File: config.mk
export PLATFORM = sky130hd
export DESIGN_NAME = truth_table_sequencer_flat
export DESIGN_NICKNAME = d
export VERILOG_FILES = /design/src/rtl/truth_table_sequencer_if.sv /design/src/rtl/truth_table_sequencer.sv /design/src/flat_wrapper.sv
export SDC_FILE = /design/constraint.sdc
export NUM_CORES = 1
export LEC_CHECK = 0
export BUFFER_PORTS_ARGS = -buffer_cell sky130_fd_sc_hd__buf_2
export CORE_MARGIN = 1
export CORE_UTILIZATION = 59
export DETAILED_ROUTE_END_ITERATION = 16
export PLACE_DENSITY = 0.79
export SYNTH_ARGS = -nofsm -noshare
export SYNTH_HDL_FRONTEND = slang
export SYNTH_SLANG_ARGS = --single-unit
File: constraint.sdc
create_clock -name clk -period 4.9 [get_ports clk]
set_input_delay 0.245 -clock clk [delete_from_list [all_inputs] [get_ports clk]]
set_output_delay 0.245 -clock clk [all_outputs]
set_load 0.02 [all_outputs]
File: src/rtl/truth_table_sequencer_if.sv
// Handshake bundle between a sweep controller (master) and truth_table_sequencer (slave).
// Optional golden-check signals exist only when GOLDEN_CHECK_EN is defined.
interface truth_table_sequencer_if;
    logic       start;
    logic       abort;
    logic       x_in;
    logic       a;
    logic       b;
    logic       c;
    logic       busy;
    logic       done;
    logic [7:0] result;
`ifdef GOLDEN_CHECK_EN
    logic       mismatch;
    logic [3:0] err_cnt;

    modport master (output start, abort, x_in,
                    input  a, b, c, busy, done, result, mismatch, err_cnt);
    modport slave  (input  start, abort, x_in,
                    output a, b, c, busy, done, result, mismatch, err_cnt);
`else
    modport master (output start, abort, x_in,
                    input  a, b, c, busy, done, result);
    modport slave  (input  start, abort, x_in,
                    output a, b, c, busy, done, result);
`endif
endinterface

File: src/rtl/truth_table_sequencer.sv
// Sweeps {a,b,c} through 000..111, holding each HOLD_CYCLES clocks, and packs sampled x_in into result.
// GOLDEN_CHECK_EN adds mismatch/err_cnt against x = a & ~(b ^ c); abort cancels with no backpressure.
module truth_table_sequencer #(
    parameter int HOLD_CYCLES = 2,
    parameter int CNT_W       = 8
) (
    input logic                  clk,
    input logic                  rst_n,
    truth_table_sequencer_if.slave bus
);
    typedef enum logic [1:0] {IDLE, APPLY, DONE} state_t;

    localparam logic [CNT_W-1:0] LAST_HOLD = CNT_W'(HOLD_CYCLES - 1);

    state_t           state;
    logic [2:0]       idx;
    logic [CNT_W-1:0] hold_cnt;
    logic [2:0]       abc;
    logic             busy_q;
    logic             done_q;
    logic [7:0]       result_q;
`ifdef GOLDEN_CHECK_EN
    logic             mismatch_q;
    logic [3:0]       err_q;
    assign bus.mismatch = mismatch_q;
    assign bus.err_cnt  = err_q;
`endif

    assign bus.a      = abc[2];
    assign bus.b      = abc[1];
    assign bus.c      = abc[0];
    assign bus.busy   = busy_q;
    assign bus.done   = done_q;
    assign bus.result = result_q;

    always_ff @(posedge clk or negedge rst_n) begin
        if (!rst_n) begin
            state    <= IDLE;
            idx      <= 3'd0;
            hold_cnt <= '0;
            abc      <= 3'd0;
            busy_q   <= 1'b0;
            done_q   <= 1'b0;
            result_q <= 8'h00;
`ifdef GOLDEN_CHECK_EN
            mismatch_q <= 1'b0;
            err_q      <= 4'd0;
`endif
        end else begin
            case (state)
                IDLE, DONE: begin
                    // start outranks a simultaneous abort outside of a sweep
                    if (bus.start) begin
                        state    <= APPLY;
                        idx      <= 3'd0;
                        hold_cnt <= '0;
                        abc      <= 3'd0;
                        busy_q   <= 1'b1;
                        done_q   <= 1'b0;
                        result_q <= 8'h00;
`ifdef GOLDEN_CHECK_EN
                        mismatch_q <= 1'b0;
                        err_q      <= 4'd0;
`endif
                    end
                end
                APPLY: begin
                    if (bus.abort) begin
                        state    <= IDLE;
                        idx      <= 3'd0;
                        hold_cnt <= '0;
                        abc      <= 3'd0;
                        busy_q   <= 1'b0;
                        done_q   <= 1'b0;
                    end else if (hold_cnt == LAST_HOLD) begin
                        result_q[idx] <= bus.x_in;
                        hold_cnt      <= '0;
`ifdef GOLDEN_CHECK_EN
                        if (bus.x_in != (abc[2] & ~(abc[1] ^ abc[0]))) begin
                            mismatch_q <= 1'b1;
                            if (err_q != 4'd8)
                                err_q <= err_q + 4'd1;
                        end
`endif
                        if (idx == 3'd7) begin
                            state  <= DONE;
                            busy_q <= 1'b0;
                            done_q <= 1'b1;
                        end else begin
                            idx <= idx + 3'd1;
                            abc <= idx + 3'd1;
                        end
                    end else begin
                        hold_cnt <= hold_cnt + 1'b1;
                    end
                end
                default: state <= IDLE;
            endcase
        end
    end
endmodule

File: src/flat_wrapper.sv
// flat-port wrapper written by rule: the top's interface ports become plain ports
module truth_table_sequencer_flat 
#(
    parameter int HOLD_CYCLES = 2,
    parameter int CNT_W       = 8
)
  (clk, rst_n, bus_start, bus_abort, bus_x_in, bus_a, bus_b, bus_c, bus_busy, bus_done, bus_result);
  truth_table_sequencer_if bus_i ();
  input logic clk;
  input logic rst_n;
  input wire logic [$bits(bus_i.start)-1:0] bus_start;
  input wire logic [$bits(bus_i.abort)-1:0] bus_abort;
  input wire logic [$bits(bus_i.x_in)-1:0] bus_x_in;
  output wire logic [$bits(bus_i.a)-1:0] bus_a;
  output wire logic [$bits(bus_i.b)-1:0] bus_b;
  output wire logic [$bits(bus_i.c)-1:0] bus_c;
  output wire logic [$bits(bus_i.busy)-1:0] bus_busy;
  output wire logic [$bits(bus_i.done)-1:0] bus_done;
  output wire logic [$bits(bus_i.result)-1:0] bus_result;
  assign bus_i.start = bus_start;
  assign bus_i.abort = bus_abort;
  assign bus_i.x_in = bus_x_in;
  assign bus_a = bus_i.a;
  assign bus_b = bus_i.b;
  assign bus_c = bus_i.c;
  assign bus_busy = bus_i.busy;
  assign bus_done = bus_i.done;
  assign bus_result = bus_i.result;
  truth_table_sequencer #(.HOLD_CYCLES(HOLD_CYCLES), .CNT_W(CNT_W)) u_core (.clk(clk), .rst_n(rst_n), .bus(bus_i));
endmodule
==> results.yml, run 1 <==
run_status:
  status: "finished clean"
layout:
  antenna-diode-count: 0
  drive_gt1_share_pct: 21.01
  final_util_pct: 69.26
  fin_area_um2: 1359
  fin_nets: 148
  fillers: 164
  area_growth_pct: 11.04
route:
  avgRoutedWirePerCell_um: 14.87
  avgViaCountPerCell: 6.248
  wl_um: 2454
  antenna_left: 0
  drtIter0Drc: 35
  remaining_drc_errors: 0
  firstDrtPassIters: 4
  vias: 1031
sta:
  fmax_mhz: 504.8
  max_slew_margin_pct: 49.25
  report.final.slew_viol_count: 0
  worst_slack_ns: 2.919
  finalCriticalPeriod_ns: 1.981
  skew_ns: 0.006958
  hold_viol_final: 0
  fin_tns_setup_ns: 0
  fin_crit_sh_pct: 40.43
  rsz0062_at_grt: "false"
  finalSetupViolCount: 0
  worst_slew_pin_slew_ns: 0.7533
floorplanning:
  die_h_um: 47.54
  start_util_pct: 62.37
  coreArea_um2: 1962
  pin_count: 18
  rows: 16
  dieArea_um2: 2260
  die_w_um: 47.54
min_path:
  holdPathStages: 2
  min_path_type: "in -> reg"
power:
  netSwitchingFraction_pct: 34.09
  intPower_mw: 0.2641
  seqPwrFrac_pct: 55.2
  pwr-share-clk_pct: 23.1
  p_total_mw: 0.4007
  p_sw_mw: 0.1366
  p_per_area_nw_per_um2: 294.9
  p_leak_nw: 0.6358
  vdd_drop_max_mv: 0.2070
  pwr-share-comb_pct: 21.6
grt:
  grt_util_all_layers_pct: 23.09
  grt_overflow: 0
  grt_max_degree: 24
  grt_pass1_wl_um: 3643
  grt_pass1_vias: 818
  antenna_found_initial: 0
clocking:
  tritoncts: "built"
  cts_hold_buf: 1
  clk_latency_ns: 0.33
  post_cts_buffers: 0
  htree_levels: 1
  cts_made_buffers: 3
  cts_resized: 0
  path_clk_slew_ns: 0.13
  cts_root_buf: "clkbuf_4"
  clk_path_buf_depth: 2
  clkSinkCount: 23
yosys:
  synth-simple-area-share_pct: 23.21
  synth_xor_area_share_pct: 0
  syn_inst: 121
  avgSynthCellArea_um2: 10.11
  synth_fa_ha_area_share_pct: 4.090
  synth_async_sr_flop_share_pct: 100.0
  yosysUniqueCellTypes: 38
  yosysWarnings: 0
  synth_edf_count: 0
  synth_area_leaders: "dfrtp_1 47%, mux2i_1 4.9%, ha_1 4.1%, nand2_1 4.0%, a21oi_1 2.5%"
  synth.cell_area_um2: 1224
  synth_seq_cells: 23
  syn-num-nets: 130
  synth_flop_cell: "dfrtp_1"
  synth_top_area_share_pct: 47.03
  synth_seq_area_share_pct: 47.03
  synth_top_family_by_area: "simple AND/OR/NAND/NOR gates"
  synth.area.mux_share_pct: 4.908
  synth-compound-area-share_pct: 17.18
  synth_top_area_cell: "dfrtp_1"
critical_path:
  r2r_cells: 5
  cp_max_fo: 8
  startpoint_type: "flip-flop"
  cp.arrival_ns: 2.20
  cp.required_ns: 5.11
  critPathCaptureType: "flip-flop"
  worstSetupPathType: "reg -> reg"
place:
  portBuffers: 17
  preCtsSetupSlack_ns: 2.978
  placed_cell_area_um2: 1321
  hpwl_um: 1724
  place_congestion: 0.8810
run:
  maxCapViolCount: 0
## power by group through the flow
stage          sequential, mW  clock, mW  combinational [mW]
2_1_floorplan           0.222          0              0.0634
5_1_grt                 0.224      0.100              0.0967
6_report                0.221     0.0927              0.0867
3_3_place_gp            0.223          0              0.0832
4_1_cts                 0.221     0.0947              0.0868
3_5_place_dp            0.224          0              0.0861
## Yosys cell counts (2+ instances only)
master	number
dfrtp_1	23
nand2_1	13
a21oi_1	6
inv_1	6
mux2i_1	6
o21ai_0	6
nand3_1	5
nor2_1	5
a31oi_1	4
ha_1	4
a22o_1	3
clkbuf_1	3
nand4_1	3
nor3b_1	3
o21ai_1	3
a32o_1	2
buf_2	2
nand2b_1	2
nand3b_1	2
or3_1	2
## flip-flops by register name, summed over array words and instances (netlist names)
register           count
u_core.state           2
u_core.bus.busy        1
u_core.idx             3
u_core.hold_cnt        8
u_core.bus.result      8
u_core.bus.done        1
## cells in the final DEF, fill, tap and decap left out, types with 5 or more instances in the layout
master,count
dfrtp_1,23
nor2_1,5
o21ai_0,6
nand3_1,5
buf_2,17
mux2i_1,6
nand2_1,13
a21oi_1,6
inv_1,6
## final timing paths
check | start | endpoint | slack [ns]
max in group asynchronous | rst_n | u_core.bus.busy$_DFFE_PN0P_ | 4.16
worst min register to register | u_core.bus.result[2]$_DFFE_PN0P_ | u_core.bus.result[2]$_DFFE_PN0P_ | 0.53
worst max-delay path | u_core.hold_cnt[0]$_DFFE_PN0P_ | u_core.bus.result[4]$_DFFE_PN0P_ | 2.92
worst max register to register | u_core.hold_cnt[0]$_DFFE_PN0P_ | u_core.bus.result[4]$_DFFE_PN0P_ | 2.92
worst min-delay path | bus_start | u_core.state[1]$_DFFE_PN0P_ | 0.14
min in group asynchronous | rst_n | u_core.bus.done$_DFFE_PN0P_ | 0.40
## metrics by stage
stage	cells	hold WS (ns)
2_1_floorplan	121	-0.05059
3_3_place_gp	160	0.2390
3_5_place_dp	160	0.2519
4_1_cts	165	0.1306
5_1_grt	165	0.1560
6_report	165	0.1373
## kinds of logic after synthesis
family / after synthesis
AND/OR/NAND/NOR: 45
AO/OA/AOI/OAI: 32
flip-flops: 23
buffers and inverters: 11
multiplexers: 6
adder cells (fa/ha/maj): 4
## worst max-delay path, cell delays in order (launching register included)
cell and delay [ns]:
dfrtp_1 0.50, ha_1 0.20, nor3b_1 0.35, nand4_1 0.31, o311ai_0 0.38, o41ai_1 0.13
## metal layers
metal / wire, um / global-route usage [%]
met3: 180 / 2.264
met4: 48 / 13.89
met5: 0 / 0
met1: 1114 / 32.70
met2: 1111 / 34.25
## area by class of cell
| class | count | area [um^2] | share of cell area, % |
|---|---|---|---|
| clock inverters | 1 | 5.005 | 0.3683 |
| inverters | 6 | 22.52 | 1.657 |
| flip-flops and latches | 23 | 575.6 | 42.36 |
| well taps | 27 | 33.78 | 2.486 |
| multi-input cells | 87 | 604.3 | 44.48 |
| clock buffers | 3 | 22.52 | 1.657 |
| repair buffers | 18 | 95.09 | 6.998 |
Power figures use the tool's default switching activity.
==> inputs of run 2 (changes only) <==
- CORE_UTILIZATION: 59 -> 55
- PLACE_DENSITY: 0.79 -> 0.74
- clock period: 4.9 -> 2.05 ns (I/O delays scaled with it)
==> run 2 against run 1 <==
Against the previous run:
- die area grew 7.0%
- clock power rose by 130%
- highest routed layer unchanged
- first-iteration DRC count down 77%
- largest power group unchanged
- global-route usage rose by 0.22 points
- critical path depth is 1 lower
- wire length is 1.3% higher
- non-clock buffer count rose by 6
- power is 140% higher
==> results.yml, run 2 (synthesis gave the netlist of run 1 again) <==
grt:
  grt_pass1_vias: 916
  grt_util_all_layers_pct: 23.31
  grt_overflow: 0
  grt_pass1_wl_um: 4243
  grt_max_degree: 24
  antenna_found_initial: 0
layout:
  fin_nets: 154
  final_util_pct: 69.74
  stdcell_count: 171
  drive_gt1_share_pct: 23.61
  area_growth_pct: 15.23
  final_common_cell: "dfrtp_1"
  antenna-diode-count: 0
  final_cell_mix: "23 x dfrtp_1, 17 x buf_2, 13 x nand2_1"
floorplanning:
  die_w_um: 49.17
  dieArea_um2: 2418
  start_util_pct: 60.52
  rows: 16
  pin_count: 18
  coreArea_um2: 2022
  die_h_um: 49.17
clocking:
  clk_path_buf_depth: 2
  cts_made_buffers: 3
  clk_latency_ns: 0.32
  clkSinkCount: 23
  post_cts_buffers: 0
  cts_root_buf: "clkbuf_4"
  path_clk_slew_ns: 0.12
  tritoncts: "built"
  htree_levels: 1
sta:
  finalSetupViolCount: 0
  worst_slew_pin_slew_ns: 0.6299
  fmax_mhz: 528.6
  report.final.slew_viol_count: 0
  fin_tns_setup_ns: 0
  max_slew_margin_pct: 57.56
  finalCriticalPeriod_ns: 1.892
  rsz0062_at_grt: "false"
  fin_crit_sh_pct: 92.28
  hold_viol_final: 0
  skew_ns: 0.002736
route:
  avgViaCountPerCell: 6.035
  wl_um: 2487
  vias: 1032
  firstDrtPassIters: 4
  avgRoutedWirePerCell_um: 14.54
  drtIter0Drc: 8
  remaining_drc_errors: 0
  antenna_left: 0
power:
  p_leak_nw: 0.6654
  vdd_drop_max_mv: 0.3942
  p_per_area_nw_per_um2: 691.0
  p_total_mw: 0.9744
critical_path:
  critPathCaptureType: "flip-flop"
  startpoint_type: "flip-flop"
  path_delay_family: "simple AND/OR/NAND/NOR gates"
  crit_chain: "or4_4 -> nor3_4 -> o21ai_1 -> a22o_1"
  cp_slowest_cell: "or4_4"
  path_buf_inv: 0
  worstSetupPathType: "reg -> reg"
  cp.arrival_ns: 2.11
  cp.required_ns: 2.27
  cp_max_fo: 7
  slowest_delay_ns: 0.62
place:
  hpwl_um: 1822
  place_congestion: 0.8277
  portBuffers: 17
  dp_cells: 165
run:
  maxCapViolCount: 0
min_path:
  min_path_type: "in -> reg"
run_status:
  status: "finished clean"
[run 2: path summary, 6_finish.rpt]
kind | startpoint | end | slack [ns] | cells after the start
max | u_core.hold_cnt[4]$_DFFE_PN0P_ | u_core.idx[0]$_DFFE_PN0P_ | 0.16 | 4
max reg2reg | u_core.hold_cnt[4]$_DFFE_PN0P_ | u_core.idx[0]$_DFFE_PN0P_ | 0.16 | 4
min reg2reg | u_core.bus.result[1]$_DFFE_PN0P_ | u_core.bus.result[1]$_DFFE_PN0P_ | 0.53 | 2
max in group asynchronous | rst_n | u_core.idx[1]$_DFFE_PN0P_ | 1.43 | 2
min in group asynchronous | rst_n | u_core.hold_cnt[4]$_DFFE_PN0P_ | 0.27 | 2
min | bus_x_in | u_core.bus.result[1]$_DFFE_PN0P_ | 0.14 | 3
[run 2: power by group]
part / total [mW] / internal (mW) / switching (mW) / leakage, nW
Clock: 0.215 / 0.0762 / 0.139 / 0.0150
Sequential: 0.519 / 0.481 / 0.0384 / 0.315
Combinational: 0.240 / 0.0935 / 0.146 / 0.335
Total: 0.974 / 0.651 / 0.324 / 0.665
[run 2: layout make-up]
cell class              count  area, um^2
fillers                   171       611.8
well taps                  27       33.78
clock buffers               4       26.28
flip-flops and latches     23       575.6
repair buffers             24       142.6
multi-input cells          87       609.3
inverters                   6       22.52
[run 2: worst register-to-register path: stages (launching register included)]
cell and delay [ns]:
dfrtp_1 0.46, or4_4 0.63, nor3_4 0.28, o21ai_1 0.15
a22o_1 0.28
[run 2: repair_timing]
action,in CTS,in global routing
hold endpoints to repair,24,0
endpoints found under the setup margin,0,3
resized for setup,0,1
hold buffers,2,0
[run 2: metrics by stage]
stage	setup WS (ns)	hold slack, ns	instance area (um^2)
after floorplan	0.3598	-0.1931	1224
after detailed placement	0.1824	0.1028	1359
after global routing	0.02836	0.1789	1410
after global placement	0.2504	0.1015	1359
final	0.1582	0.1446	1410
after CTS	0.1681	0.1435	1405
[run 2: metal layers]
metal  GRT usage (%)  part of all wire, %  vias up
met3           2.804                  3.3        5
met5               0                    0        -
met4           10.29                  1.8        0
met2           34.70                   44       23
met1           33.94                   51      505
li1                -                    -      499
==> inputs of run 3 (changes only) <==
--- a/config.mk
+++ b/config.mk
@@ -9,5 +9,6 @@
 export CORE_MARGIN = 1
-export CORE_UTILIZATION = 55
+export CORE_UTILIZATION = 58
+export CTS_BUF_LIST = sky130_fd_sc_hd__clkbuf_4 sky130_fd_sc_hd__clkbuf_8
 export DETAILED_ROUTE_END_ITERATION = 16
-export PLACE_DENSITY = 0.74
+export PLACE_DENSITY = 0.78
 export SYNTH_ARGS = -nofsm -noshare
--- a/constraint.sdc
+++ b/constraint.sdc
@@ -3,2 +3,2 @@
 set_output_delay 0.1025 -clock clk [all_outputs]
-set_load 0.02 [all_outputs]
+set_load 0.005 [all_outputs]
==> run 3 against run 2 <==
Against the previous run:
- global-route usage is 0.79 points higher
- clock skew is 0.0013 ns lower
- via count is 0.48% higher
- largest cell class unchanged
- largest power group unchanged
==> results.yml, run 3 (synthesis gave the netlist of run 1 again) <==
route:
  wl_met3_um: 95
  met2_length_um: 1092
  remaining_drc_errors: 0
  avgViaCountPerCell: 6.064
  highest_layer: "met4"
  wl_um: 2464
  avgRoutedWirePerCell_um: 14.41
  antenna_left: 0
  drtIter0Drc: 34
  firstDrtPassIters: 4
  wl_met1_um: 1223
  vias: 1037
power:
  p_per_area_nw_per_um2: 683.5
  netSwitchingFraction_pct: 31.39
  pwr-share-clk_pct: 23.2
  vdd_drop_max_mv: 0.5386
  p_total_mw: 0.9647
  p_sw_mw: 0.3028
  intPower_mw: 0.6618
  seqPwrFrac_pct: 53.8
  p_leak_nw: 0.6687
  pwr-share-comb_pct: 22.9
floorplanning:
  start_util_pct: 61.74
  dieArea_um2: 2297
  rows: 16
  die_h_um: 47.93
  die_w_um: 47.93
  pin_count: 18
  coreArea_um2: 1982
clocking:
  clk_latency_ns: 0.31
  tritoncts: "built"
  cts_root_buf: "clkbuf_4"
  clkSinkCount: 23
  htree_levels: 1
  clk_path_buf_depth: 2
  cts_made_buffers: 3
  path_clk_slew_ns: 0.12
layout:
  final_cell_mix: "23 x dfrtp_1, 17 x buf_2, 13 x nand2_1"
  final_util_pct: 71.21
  drive_gt1_share_pct: 25.00
  fin_nets: 154
  area_growth_pct: 15.34
  final_common_cell: "dfrtp_1"
  antenna-diode-count: 0
critical_path:
  path_buf_inv: 1
  cp_slowest_cell: "dfrtp_1"
  crit_chain: "nor4_1 -> buf_4 -> nand4_1 -> nor3b_1 -> mux2i_1"
  slowest_delay_ns: 0.45
  cp.depth: 5
  critPathCaptureType: "flip-flop"
  r2r_cells: 5
  path_delay_family: "simple AND/OR/NAND/NOR gates"
  startpoint_type: "flip-flop"
  worstSetupPathType: "reg -> reg"
  cp.arrival_ns: 2.12
  cp.required_ns: 2.29
  cp_max_fo: 7
sta:
  rsz0062_at_grt: "false"
  max_slew_margin_pct: 46.53
  hold_viol_final: 0
  worst_slew_pin_slew_ns: 0.7937
  fmax_mhz: 532.3
  skew_ns: 0.001414
  fin_crit_sh_pct: 91.65
  finalSetupViolCount: 0
  report.final.slew_viol_count: 0
  finalCriticalPeriod_ns: 1.879
  fin_tns_setup_ns: 0
grt:
  grt_pass1_wl_um: 3801
  grt_max_degree: 24
  antenna_found_initial: 0
  grt_util_all_layers_pct: 24.10
  grt_pass1_vias: 895
  grt_overflow: 0
place:
  place_congestion: 0.8129
  portBuffers: 17
  hpwl_um: 1797
min_path:
  holdPathStages: 2
  min_path_type: "in -> reg"
run_status:
  status: "finished clean"
run:
  maxCapViolCount: 0
-- run 3: changes by cell type in the layout (fill, tap and decap cells not counted) --
cell | before | now
buf_4 | 5 | 6
clkbuf_1 | 1 | 0
clkbuf_4 | 3 | 4
dlygate4sd3_1 | 2 | 1
o311ai_0 | 1 | 0
o311ai_1 | 0 | 1
-- run 3: final timing paths --
check                                                      start                                to  slack (ns)
worst min-delay path                                   bus_start       u_core.state[1]$_DFFE_PN0P_        0.01
max in group asynchronous                                  rst_n  u_core.bus.result[5]$_DFFE_PN0P_        1.43
min in group asynchronous                                  rst_n    u_core.hold_cnt[2]$_DFFE_PN0P_        0.28
worst max register to register    u_core.hold_cnt[4]$_DFFE_PN0P_  u_core.bus.result[5]$_DFFE_PN0P_        0.17
worst max-delay path              u_core.hold_cnt[4]$_DFFE_PN0P_  u_core.bus.result[5]$_DFFE_PN0P_        0.17
worst min register to register  u_core.bus.result[6]$_DFFE_PN0P_  u_core.bus.result[6]$_DFFE_PN0P_        0.53
-- run 3: area by class of cell --
cell class                      count  area [um^2]
Tap cell                           27        33.78
Timing Repair Buffer               24        140.1
Clock buffer                        4        30.03
Sequential cell                    23        575.6
Multi-Input combinational cell     87        609.3
Fill cell                         151        570.5
Inverter                            6        22.52
-- run 3: what timing repair did --
action	in CTS	in global routing
setup endpoints to repair	0	3
resized for setup	0	2
setup buffers	0	1
endpoints found under the hold margin	23	0
hold buffers	1	0
-- run 3: metal layers --
| layer | vias to the layer above | GRT usage (%) |
|---|---|---|
| met2 | 25 | 35.41 |
| met4 | 0 | 10.00 |
| li1 | 499 | - |
| met5 | - | 0 |
| met1 | 507 | 34.43 |
| met3 | 6 | 4.906 |
-- run 3: per-stage QoR --
stage	hold slack, ns	cells	area (um^2)	setup WS, ns
after floorplan	-0.1931	121	1224	0.3599
after global placement	0.09761	165	1359	0.2585
after detailed placement	0.1031	165	1359	0.1247
after CTS	0.01346	170	1399	0.1105
after global routing	0.02642	171	1411	0.01982
final	0.01368	171	1411	0.1712
-- run 3: power by group through the flow --
stage / logic, mW / registers, mW / clock network [mW]
2_1_floorplan: 0.152 / 0.516 / 0
3_3_place_gp: 0.210 / 0.524 / 0
3_5_place_dp: 0.216 / 0.527 / 0
4_1_cts: 0.218 / 0.518 / 0.232
5_1_grt: 0.250 / 0.528 / 0.244
6_report: 0.221 / 0.519 / 0.224
